**config.mk**
```make
export PLATFORM = sky130hd
export DESIGN_NAME = ctrl_seq_flat
export DESIGN_NICKNAME = d
export VERILOG_FILES = /design/src/rtl/ctrl_pkg.sv /design/src/rtl/ctrl_seq_if.sv /design/src/rtl/ctrl_decode.sv /design/src/rtl/ctrl_seq.sv /design/src/flat_wrapper.sv
export SDC_FILE = /design/constraint.sdc
export NUM_CORES = 1
export LEC_CHECK = 0
export BUFFER_PORTS_ARGS = -buffer_cell sky130_fd_sc_hd__buf_2
export CAP_MARGIN = 10
export CORE_MARGIN = 3
export CORE_UTILIZATION = 39
export DETAILED_ROUTE_END_ITERATION = 8
export GPL_TIMING_DRIVEN = 0
export HOLD_SLACK_MARGIN = 0.02
export PLACE_DENSITY = 0.61
export RECOVER_POWER = 50
export SYNTH_ARGS = -nofsm -noshare
export SYNTH_HDL_FRONTEND = slang
export SYNTH_HIERARCHICAL = 1
export SYNTH_SLANG_ARGS = --single-unit
```
**constraint.sdc**
```tcl
create_clock -name Clk -period 2.2 [get_ports Clk]
set_clock_uncertainty 0.1 [all_clocks]
set_input_delay 0 -clock Clk [delete_from_list [all_inputs] [get_ports Clk]]
set_output_delay 0 -clock Clk [all_outputs]
set_load 0.005 [all_outputs]
```
**src/rtl/ctrl_pkg.sv**
```systemverilog
// Shared types for the accumulator-core control sequencer: opcode maps,
// FSM states and the registered strobe bundle.
package ctrl_pkg;

    localparam int unsigned ROP_W = 4;
    localparam int unsigned IOP_W = 3;

    typedef enum logic [ROP_W-1:0] {
        ADD  = 4'd0,
        LOAD = 4'd1,
        STR  = 4'd2,
        MVTO = 4'd3,
        MVFR = 4'd4,
        OR   = 4'd5,
        XOR  = 4'd6,
        XORR = 4'd7,
        AND  = 4'd8,
        SLT  = 4'd9,
        SEQ  = 4'd10,
        SUB  = 4'd11,
        BTRU = 4'd12,
        NOT  = 4'd13
    } r_op_t;

    typedef enum logic [IOP_W-1:0] {
        LUT  = 3'd0,
        ADDI = 3'd1,
        SUBI = 3'd2,
        LSLI = 3'd3,
        B    = 3'd4,
        LSRI = 3'd5
    } i_op_t;

    typedef enum logic [1:0] {
        IDLE    = 2'd0,
        RUN     = 2'd1,
        MEMWAIT = 2'd2,
        DONE    = 2'd3
    } ctrl_state_t;

    typedef struct packed {
        logic write_r0;
        logic gen_reg_write;
        logic write_mem;
        logic mem_read;
        logic lut_signal;
        logic branch;
    } ctrl_bus_t;

    localparam ctrl_bus_t CTRL_NOP = '0;

endpackage

```
**src/rtl/ctrl_seq_if.sv**
```systemverilog
// Instruction-side inputs and control-strobe outputs of ctrl_seq.
interface ctrl_seq_if #(
    parameter int unsigned InstrW = 9
);
    logic              Start;
    logic [InstrW-1:0] Instruction;
    logic              InstrValid;
    logic              BranchCond;
    logic              WriteR0;
    logic              GenRegWrite;
    logic              WriteMem;
    logic              MemRead;
    logic              LUTsignal;
    logic              Branch;
    logic              PcEnable;
    logic              Busy;
    logic              Ack;

    modport master (
        output Start, Instruction, InstrValid, BranchCond,
        input  WriteR0, GenRegWrite, WriteMem, MemRead, LUTsignal, Branch,
               PcEnable, Busy, Ack
    );

    modport slave (
        input  Start, Instruction, InstrValid, BranchCond,
        output WriteR0, GenRegWrite, WriteMem, MemRead, LUTsignal, Branch,
               PcEnable, Busy, Ack
    );
endinterface

```
**src/rtl/ctrl_decode.sv**
```systemverilog
// Combinational instruction decoder: opcode fields to strobe bundle plus
// halt/load/store flags used by the sequencer.
module ctrl_decode
    import ctrl_pkg::*;
#(
    parameter int unsigned InstrW = 9
) (
    input  logic [InstrW-1:0] instruction,
    input  logic              branch_cond,
    output ctrl_bus_t         bus,
    output logic              is_halt,
    output logic              is_load,
    output logic              is_store
);
    r_op_t r_op;
    i_op_t i_op;

    assign r_op = r_op_t'(instruction[InstrW-3 -: ROP_W]);
    assign i_op = i_op_t'(instruction[InstrW-3 -: IOP_W]);

    // All-ones is halt and overrides whatever the opcode fields say.
    always_comb begin
        bus      = CTRL_NOP;
        is_load  = 1'b0;
        is_store = 1'b0;
        is_halt  = &instruction;
        if (!is_halt) begin
            if (instruction[InstrW-1]) begin
                unique case (r_op)
                    ADD, MVTO, OR, XOR, XORR, AND, SLT, SEQ, SUB, NOT:
                        bus.write_r0 = 1'b1;
                    LOAD: begin
                        bus.write_r0 = 1'b1;
                        bus.mem_read = 1'b1;
                        is_load      = 1'b1;
                    end
                    STR: begin
                        bus.write_mem = 1'b1;
                        is_store      = 1'b1;
                    end
                    MVFR:    bus.gen_reg_write = 1'b1;
                    BTRU:    bus.branch        = branch_cond;
                    default: bus               = CTRL_NOP;
                endcase
            end else begin
                unique case (i_op)
                    ADDI, SUBI, LSLI, LSRI: bus.write_r0 = 1'b1;
                    LUT: begin
                        bus.write_r0   = 1'b1;
                        bus.lut_signal = 1'b1;
                    end
                    B:       bus.branch = 1'b1;
                    default: bus        = CTRL_NOP;
                endcase
            end
        end
    end
endmodule

```
**src/rtl/ctrl_seq.sv**
```systemverilog
// Run/stall/done sequencer: registers decoded strobes, stretches LOAD/STR
// over MemLat cycles with the PC held, and squashes the slot after a branch.
module ctrl_seq
    import ctrl_pkg::*;
#(
    parameter int unsigned InstrW        = 9,
    parameter int unsigned MemLat        = 2,
    parameter bit          FlushOnBranch = 1'b1
) (
    input  logic       Clk,
    input  logic       Reset_n,
    ctrl_seq_if.slave  io
);
    localparam int unsigned CntW = $clog2(MemLat + 1);

    ctrl_state_t     state_q, state_d;
    logic [CntW-1:0] cnt_q, cnt_d;
    logic            load_q, load_d;
    logic            squash_q, squash_d;
    ctrl_bus_t       bus_q, bus_d, dec_bus;
    logic            pc_en_q, pc_en_d;
    logic            busy_q, busy_d;
    logic            ack_q, ack_d;
    logic            dec_halt, dec_load, dec_store;

    ctrl_decode #(.InstrW(InstrW)) u_decode (
        .instruction (io.Instruction),
        .branch_cond (io.BranchCond),
        .bus         (dec_bus),
        .is_halt     (dec_halt),
        .is_load     (dec_load),
        .is_store    (dec_store)
    );

    always_ff @(posedge Clk or negedge Reset_n) begin
        if (!Reset_n) begin
            state_q  <= IDLE;
            cnt_q    <= '0;
            load_q   <= 1'b0;
            squash_q <= 1'b0;
            bus_q    <= CTRL_NOP;
            pc_en_q  <= 1'b0;
            busy_q   <= 1'b0;
            ack_q    <= 1'b0;
        end else begin
            state_q  <= state_d;
            cnt_q    <= cnt_d;
            load_q   <= load_d;
            squash_q <= squash_d;
            bus_q    <= bus_d;
            pc_en_q  <= pc_en_d;
            busy_q   <= busy_d;
            ack_q    <= ack_d;
        end
    end

    // Outputs are computed for the cycle following the edge that loads them.
    always_comb begin
        state_d = state_q;
        cnt_d   = cnt_q;
        load_d  = load_q;
        bus_d   = CTRL_NOP;
        pc_en_d = 1'b0;
        ack_d   = 1'b0;
        unique case (state_q)
            IDLE: begin
                if (io.Start) begin
                    state_d = RUN;
                    pc_en_d = 1'b1;
                end
            end
            DONE: begin
                ack_d = 1'b1;
                if (io.Start) begin
                    state_d = RUN;
                    ack_d   = 1'b0;
                    pc_en_d = 1'b1;
                end
            end
            RUN: begin
                pc_en_d = 1'b1;
                if (io.InstrValid && !squash_q) begin
                    if (dec_halt) begin
                        state_d = DONE;
                        ack_d   = 1'b1;
                        pc_en_d = 1'b0;
                    end else begin
                        bus_d = dec_bus;
                        // Multi-cycle memory op: first cycle issues, PC held.
                        if ((dec_load || dec_store) && (MemLat > 1)) begin
                            state_d        = MEMWAIT;
                            cnt_d          = CntW'(MemLat - 1);
                            load_d         = dec_load;
                            pc_en_d        = 1'b0;
                            bus_d.write_r0 = 1'b0;
                        end
                    end
                end
            end
            MEMWAIT: begin
                bus_d.mem_read = load_q;
                if (cnt_q == CntW'(1)) begin
                    state_d        = RUN;
                    cnt_d          = '0;
                    bus_d.write_r0 = load_q;
                    pc_en_d        = 1'b1;
                end else begin
                    cnt_d = cnt_q - CntW'(1);
                end
            end
            default: state_d = IDLE;
        endcase
        squash_d = FlushOnBranch && bus_d.branch;
        busy_d   = (state_d == RUN) || (state_d == MEMWAIT);
    end

    assign io.WriteR0     = bus_q.write_r0;
    assign io.GenRegWrite = bus_q.gen_reg_write;
    assign io.WriteMem    = bus_q.write_mem;
    assign io.MemRead     = bus_q.mem_read;
    assign io.LUTsignal   = bus_q.lut_signal;
    assign io.Branch      = bus_q.branch;
    assign io.PcEnable    = pc_en_q;
    assign io.Busy        = busy_q;
    assign io.Ack         = ack_q;
endmodule

```
**src/flat_wrapper.sv**
```systemverilog
// flat-port wrapper written by rule: the top's interface ports become plain ports
module ctrl_seq_flat import ctrl_pkg::*;
#(
    parameter int unsigned InstrW        = 9,
    parameter int unsigned MemLat        = 2,
    parameter bit          FlushOnBranch = 1'b1
)
  (Clk, Reset_n, io_Start, io_Instruction, io_InstrValid, io_BranchCond, io_WriteR0, io_GenRegWrite, io_WriteMem, io_MemRead, io_LUTsignal, io_Branch, io_PcEnable, io_Busy, io_Ack);
  ctrl_seq_if #(.InstrW(InstrW)) io_i ();
  input  logic Clk;
  input  logic Reset_n;
  input wire logic [$bits(io_i.Start)-1:0] io_Start;
  input wire logic [$bits(io_i.Instruction)-1:0] io_Instruction;
  input wire logic [$bits(io_i.InstrValid)-1:0] io_InstrValid;
  input wire logic [$bits(io_i.BranchCond)-1:0] io_BranchCond;
  output wire logic [$bits(io_i.WriteR0)-1:0] io_WriteR0;
  output wire logic [$bits(io_i.GenRegWrite)-1:0] io_GenRegWrite;
  output wire logic [$bits(io_i.WriteMem)-1:0] io_WriteMem;
  output wire logic [$bits(io_i.MemRead)-1:0] io_MemRead;
  output wire logic [$bits(io_i.LUTsignal)-1:0] io_LUTsignal;
  output wire logic [$bits(io_i.Branch)-1:0] io_Branch;
  output wire logic [$bits(io_i.PcEnable)-1:0] io_PcEnable;
  output wire logic [$bits(io_i.Busy)-1:0] io_Busy;
  output wire logic [$bits(io_i.Ack)-1:0] io_Ack;
  assign io_i.Start = io_Start;
  assign io_i.Instruction = io_Instruction;
  assign io_i.InstrValid = io_InstrValid;
  assign io_i.BranchCond = io_BranchCond;
  assign io_WriteR0 = io_i.WriteR0;
  assign io_GenRegWrite = io_i.GenRegWrite;
  assign io_WriteMem = io_i.WriteMem;
  assign io_MemRead = io_i.MemRead;
  assign io_LUTsignal = io_i.LUTsignal;
  assign io_Branch = io_i.Branch;
  assign io_PcEnable = io_i.PcEnable;
  assign io_Busy = io_i.Busy;
  assign io_Ack = io_i.Ack;
  ctrl_seq #(.InstrW(InstrW), .MemLat(MemLat), .FlushOnBranch(FlushOnBranch)) u_core (.Clk(Clk), .Reset_n(Reset_n), .io(io_i));
endmodule
```
==> metrics.md <==
| Metric | Value |
|---|---|
| Run status | complete, no violations |
| Ratio of total power to cell area | 756.3 nW/um^2 |
| Filler Cells Inserted | 188 |
| Overall die width | 53.02 um |
| DRC violations left | 0 |
| I/O pin total | 23 |
| Row cnt | 16 |
| Root buffer selected by CTS | sky130_fd_sc_hd__clkbuf_4 |
| Commonest non-fill, non-tap cell in the layout | sky130_fd_sc_hd__buf_2 |
| Mapped Cells | 86 |
| Placer's final routability congestion estimate | 0.7084 |
| Port bufs | 22 |
| Core region area | 2022 um^2 |
| Kind of launch point of the worst setup path | flop |
| Bufs on Longest Clock Path | 2 |
| Worst path bufs/invs | 1 |
| Fraction of layout cells with a size suffix above 1 | 31.09% |
| Nets | 139 |
| DR vias/cell | 5.089 |
| Residual overflow from global routing | 0 |
| Post-DP HPWL | 1.370 mm |
| Leakage power of the design | 0.5170 nW |
| Routed wire per std cell | 12.62 um |
| Count of inserted antenna diode cells | 0 |
| Area added between synthesis and finish | 27.58% |
| Setup violation total in the final timing report | 0 |
| Share of power burned in registers | 41.4% |
| Post-route cell area | 1100 um^2 |
| Pin count of the biggest net entering global routing | 15 |
| Slew headroom | 46.49% |
| Min Clock Period, post-route | 1.835 ns |
| Unrepaired setup endpoints after global routing | no |
| Slew Viols, Final | 0 |
| Die area | 2811 um^2 |
| Initial Utilization | 42.64% |
| Detailed-router iteration count before antenna repair | 4 |
| Clock-pin slew on the worst setup and hold paths | 0.08 ns |
| Switching power summed over all nets | 0.0002891 W |
| Post-layout util | 54.39% |
| Category of the worst setup path capture point | flop |
| Cell type group with the largest total delay on the critical path | compound AO/OA/AOI/OAI gates |
| Number of levels the H-tree was split into | 1 |
| Remaining number of nets flagged by the antenna check after routing | 0 |
| Data arrival time at the worst-slack endpoint | 1.90 ns |
| TritonCTS Buffers | 3 |
| Placed cell areas | 1006 um^2 |
| Sequential element share of the synthesized area | 40.64% |
| Final hold vios | 0 |
| Clock sinks | 14 |
| Synth warn | 6 |
| Crit path max fanout | 7 |
| Average instance area after synthesis | 10.02 um^2 |
| Yosys cell types | 37 |
| Most used DFF post-synth | sky130_fd_sc_hd__dfrtp_1 |
| Part of the power in combinational logic | 40.9% |
| Cell Chain, Critical Path | inv_1 > ha_1 > a21oi_1 > nand2_1 > o31a_1 > xor2_1 |
| TritonCTS clock tree | built |
| Maximum cell stage delay along the critical path | 0.40 ns |
| Worst Max-Slew Pin Slew | 0.7965 ns |
| Max-cap violations | 0 |
| Via count | 743 |
| Multi-input combinational cell area | 451.7 um^2 |
| Sequential standard cell area | 350.3 um^2 |
| Wire length of the first global-routing pass | 3.139 mm |
| Overall global routing resource usage | 15.88% |
| Registers with the most flip-flops | u_core/cnt_q x2, u_core/state_q x2 |
| Most frequent cells in the layout | sky130_fd_sc_hd__buf_2, sky130_fd_sc_hd__dfrtp_1, sky130_fd_sc_hd__dlygate4sd3_1 |
| Count of cells resized by post-cts repair | 0 |
| Largest vdd supply drop | 368.1 uV |
| Switching power as a share of total power | 34.76% |
| WP data required | 2.26 ns |
| Path type of the worst setup path | reg -> reg |
| Routed WL | 1.843 mm |
| Initial antenna violation count | 0 |
| Number of enable-type register cells in the synthesized netlist | 0 |
| Cell with the largest stage delay on the worst path | sky130_fd_sc_hd__dfrtp_1 |
| Share of synthesized flip-flops with an asynchronous set or reset | 100.0% |
| Hold bufs inserted after CTS | 7 |
| Via count of the first global-routing pass | 721 |
| Cell area after synthesis | 862.1 um^2 |
| Hold WC Path Type | in -> reg |
| Synthesized netlist net count | 104 |
| Max Clk Rate | 544.8 MHz |
| Proportion of power drawn by the clock network | 17.7% |
| Post-route fraction of the period consumed by the critical path | 83.43% |
| Die height | 53.02 um |
| Area share of the leading cell type in the synthesized netlist | 40.64% |
| Cell type with the highest aggregate area in the netlist | sky130_fd_sc_hd__dfrtp_1 |
| Synth Register Bits | 14 |
| Post-CTS setup buffer count | 0 |
| Leading post-synthesis cells by cell area | sky130_fd_sc_hd__dfrtp_1, sky130_fd_sc_hd__ha_1, sky130_fd_sc_hd__nand2b_1 |
| First DRT Iteration DRCs | 25 |
| Internal power | 0.0005426 W |
| Worst-Skew Late Latency | 0.29 ns |
[routing by layer]
metal | global-route usage [%] | vias up | part of all wire (%)
met1 | 16.96 | 341 | 43
met4 | 10.21 | 0 | 1.7
met3 | 2.535 | 3 | 4.7
li1 | - | 376 | -
met5 | 0 | - | 0
met2 | 28.51 | 23 | 51
[Yosys cell counts, types with 3 or more instances]
cell                       instances
sky130_fd_sc_hd__dfrtp_1          14
sky130_fd_sc_hd__nor2_1            3
sky130_fd_sc_hd__ha_1              4
sky130_fd_sc_hd__a21oi_1           3
sky130_fd_sc_hd__inv_1             6
sky130_fd_sc_hd__nand2b_1          6
sky130_fd_sc_hd__nor2b_1           3
sky130_fd_sc_hd__nand3_1           3
sky130_fd_sc_hd__nand2_1           5
sky130_fd_sc_hd__o21ai_0           3
sky130_fd_sc_hd__and2_2            4
sky130_fd_sc_hd__nor3_1            3
[per-stage QoR]
stage / setup WS, ns / hold slack [ns] / setup TNS (ns) / std cells / total power, W
after floorplan: 0.2613 / -0.3956 / 0 / 86 / 0.0005878
after global placement: -0.1255 / -0.1918 / -0.1255 / 135 / 0.0006792
after detailed placement: -0.1739 / -0.1857 / -0.1811 / 135 / 0.0006817
after CTS: 0.1307 / 0.03307 / 0 / 145 / 0.0008403
after global routing: 0.2194 / 0.08510 / 0 / 146 / 0.0008939
final: 0.3646 / 0.04568 / 0 / 146 / 0.0008318
[logic make-up (layout without fill, tap and decap cells)]
logic type	Yosys count	in the layout	share of synthesized area [%]
buffers and inverters	10	43	6.966
flip-flops	14	14	40.64
XOR/XNOR	1	1	1.016
AND/OR/NAND/NOR	35	35	25.84
adder cells (fa/ha/maj)	4	4	5.806
AO/OA/AOI/OAI	22	22	19.74
[worst register-to-register path: cells and delay by family, from the launching register on]
| kind | cells | cell delay, ns |
|---|---|---|
| compound gates | 2 | 0.52 |
| fa+ha+maj | 1 | 0.37 |
| simple gates | 1 | 0.07 |
| flops | 1 | 0.40 |
| buf+inv | 1 | 0.07 |
| xor+xnor | 1 | 0.16 |
[cell type report]
cell class,instances,share of cell area (%)
multi-input cells,62,41.07
inverters,6,2.048
clock buffers,3,2.048
repair buffers,30,16.50
plain buffers,4,3.413
flip-flops and latches,14,31.85
well taps,27,3.072
[path summary, 6_finish.rpt]
path                                    from                     to  slack, ns  cells past startpoint
max                        u_core/state_q[0]         u_core/io.Busy       0.36                      6
min                        io_Instruction[6]       u_core/io.Branch       0.05                      3
max reg2reg                u_core/state_q[0]         u_core/io.Busy       0.36                      6
min reg2reg                  u_core/cnt_q[1]        u_core/cnt_q[1]       0.44                      1
max in group asynchronous            Reset_n  u_core/io.GenRegWrite       1.35                      2
min in group asynchronous            Reset_n     u_core/io.WriteMem       0.19                      2
[power by group through the flow]
stage | Clock, W | Combinational, W | Sequential, W
after floorplan | 0 | 0.000241 | 0.000346
after global placement | 0 | 0.000332 | 0.000347
after detailed placement | 0 | 0.000333 | 0.000348
after CTS | 0.000152 | 0.000345 | 0.000343
after global routing | 0.000158 | 0.000386 | 0.000349
final | 0.000148 | 0.000340 | 0.000344
(Power assumes the default switching activity.)
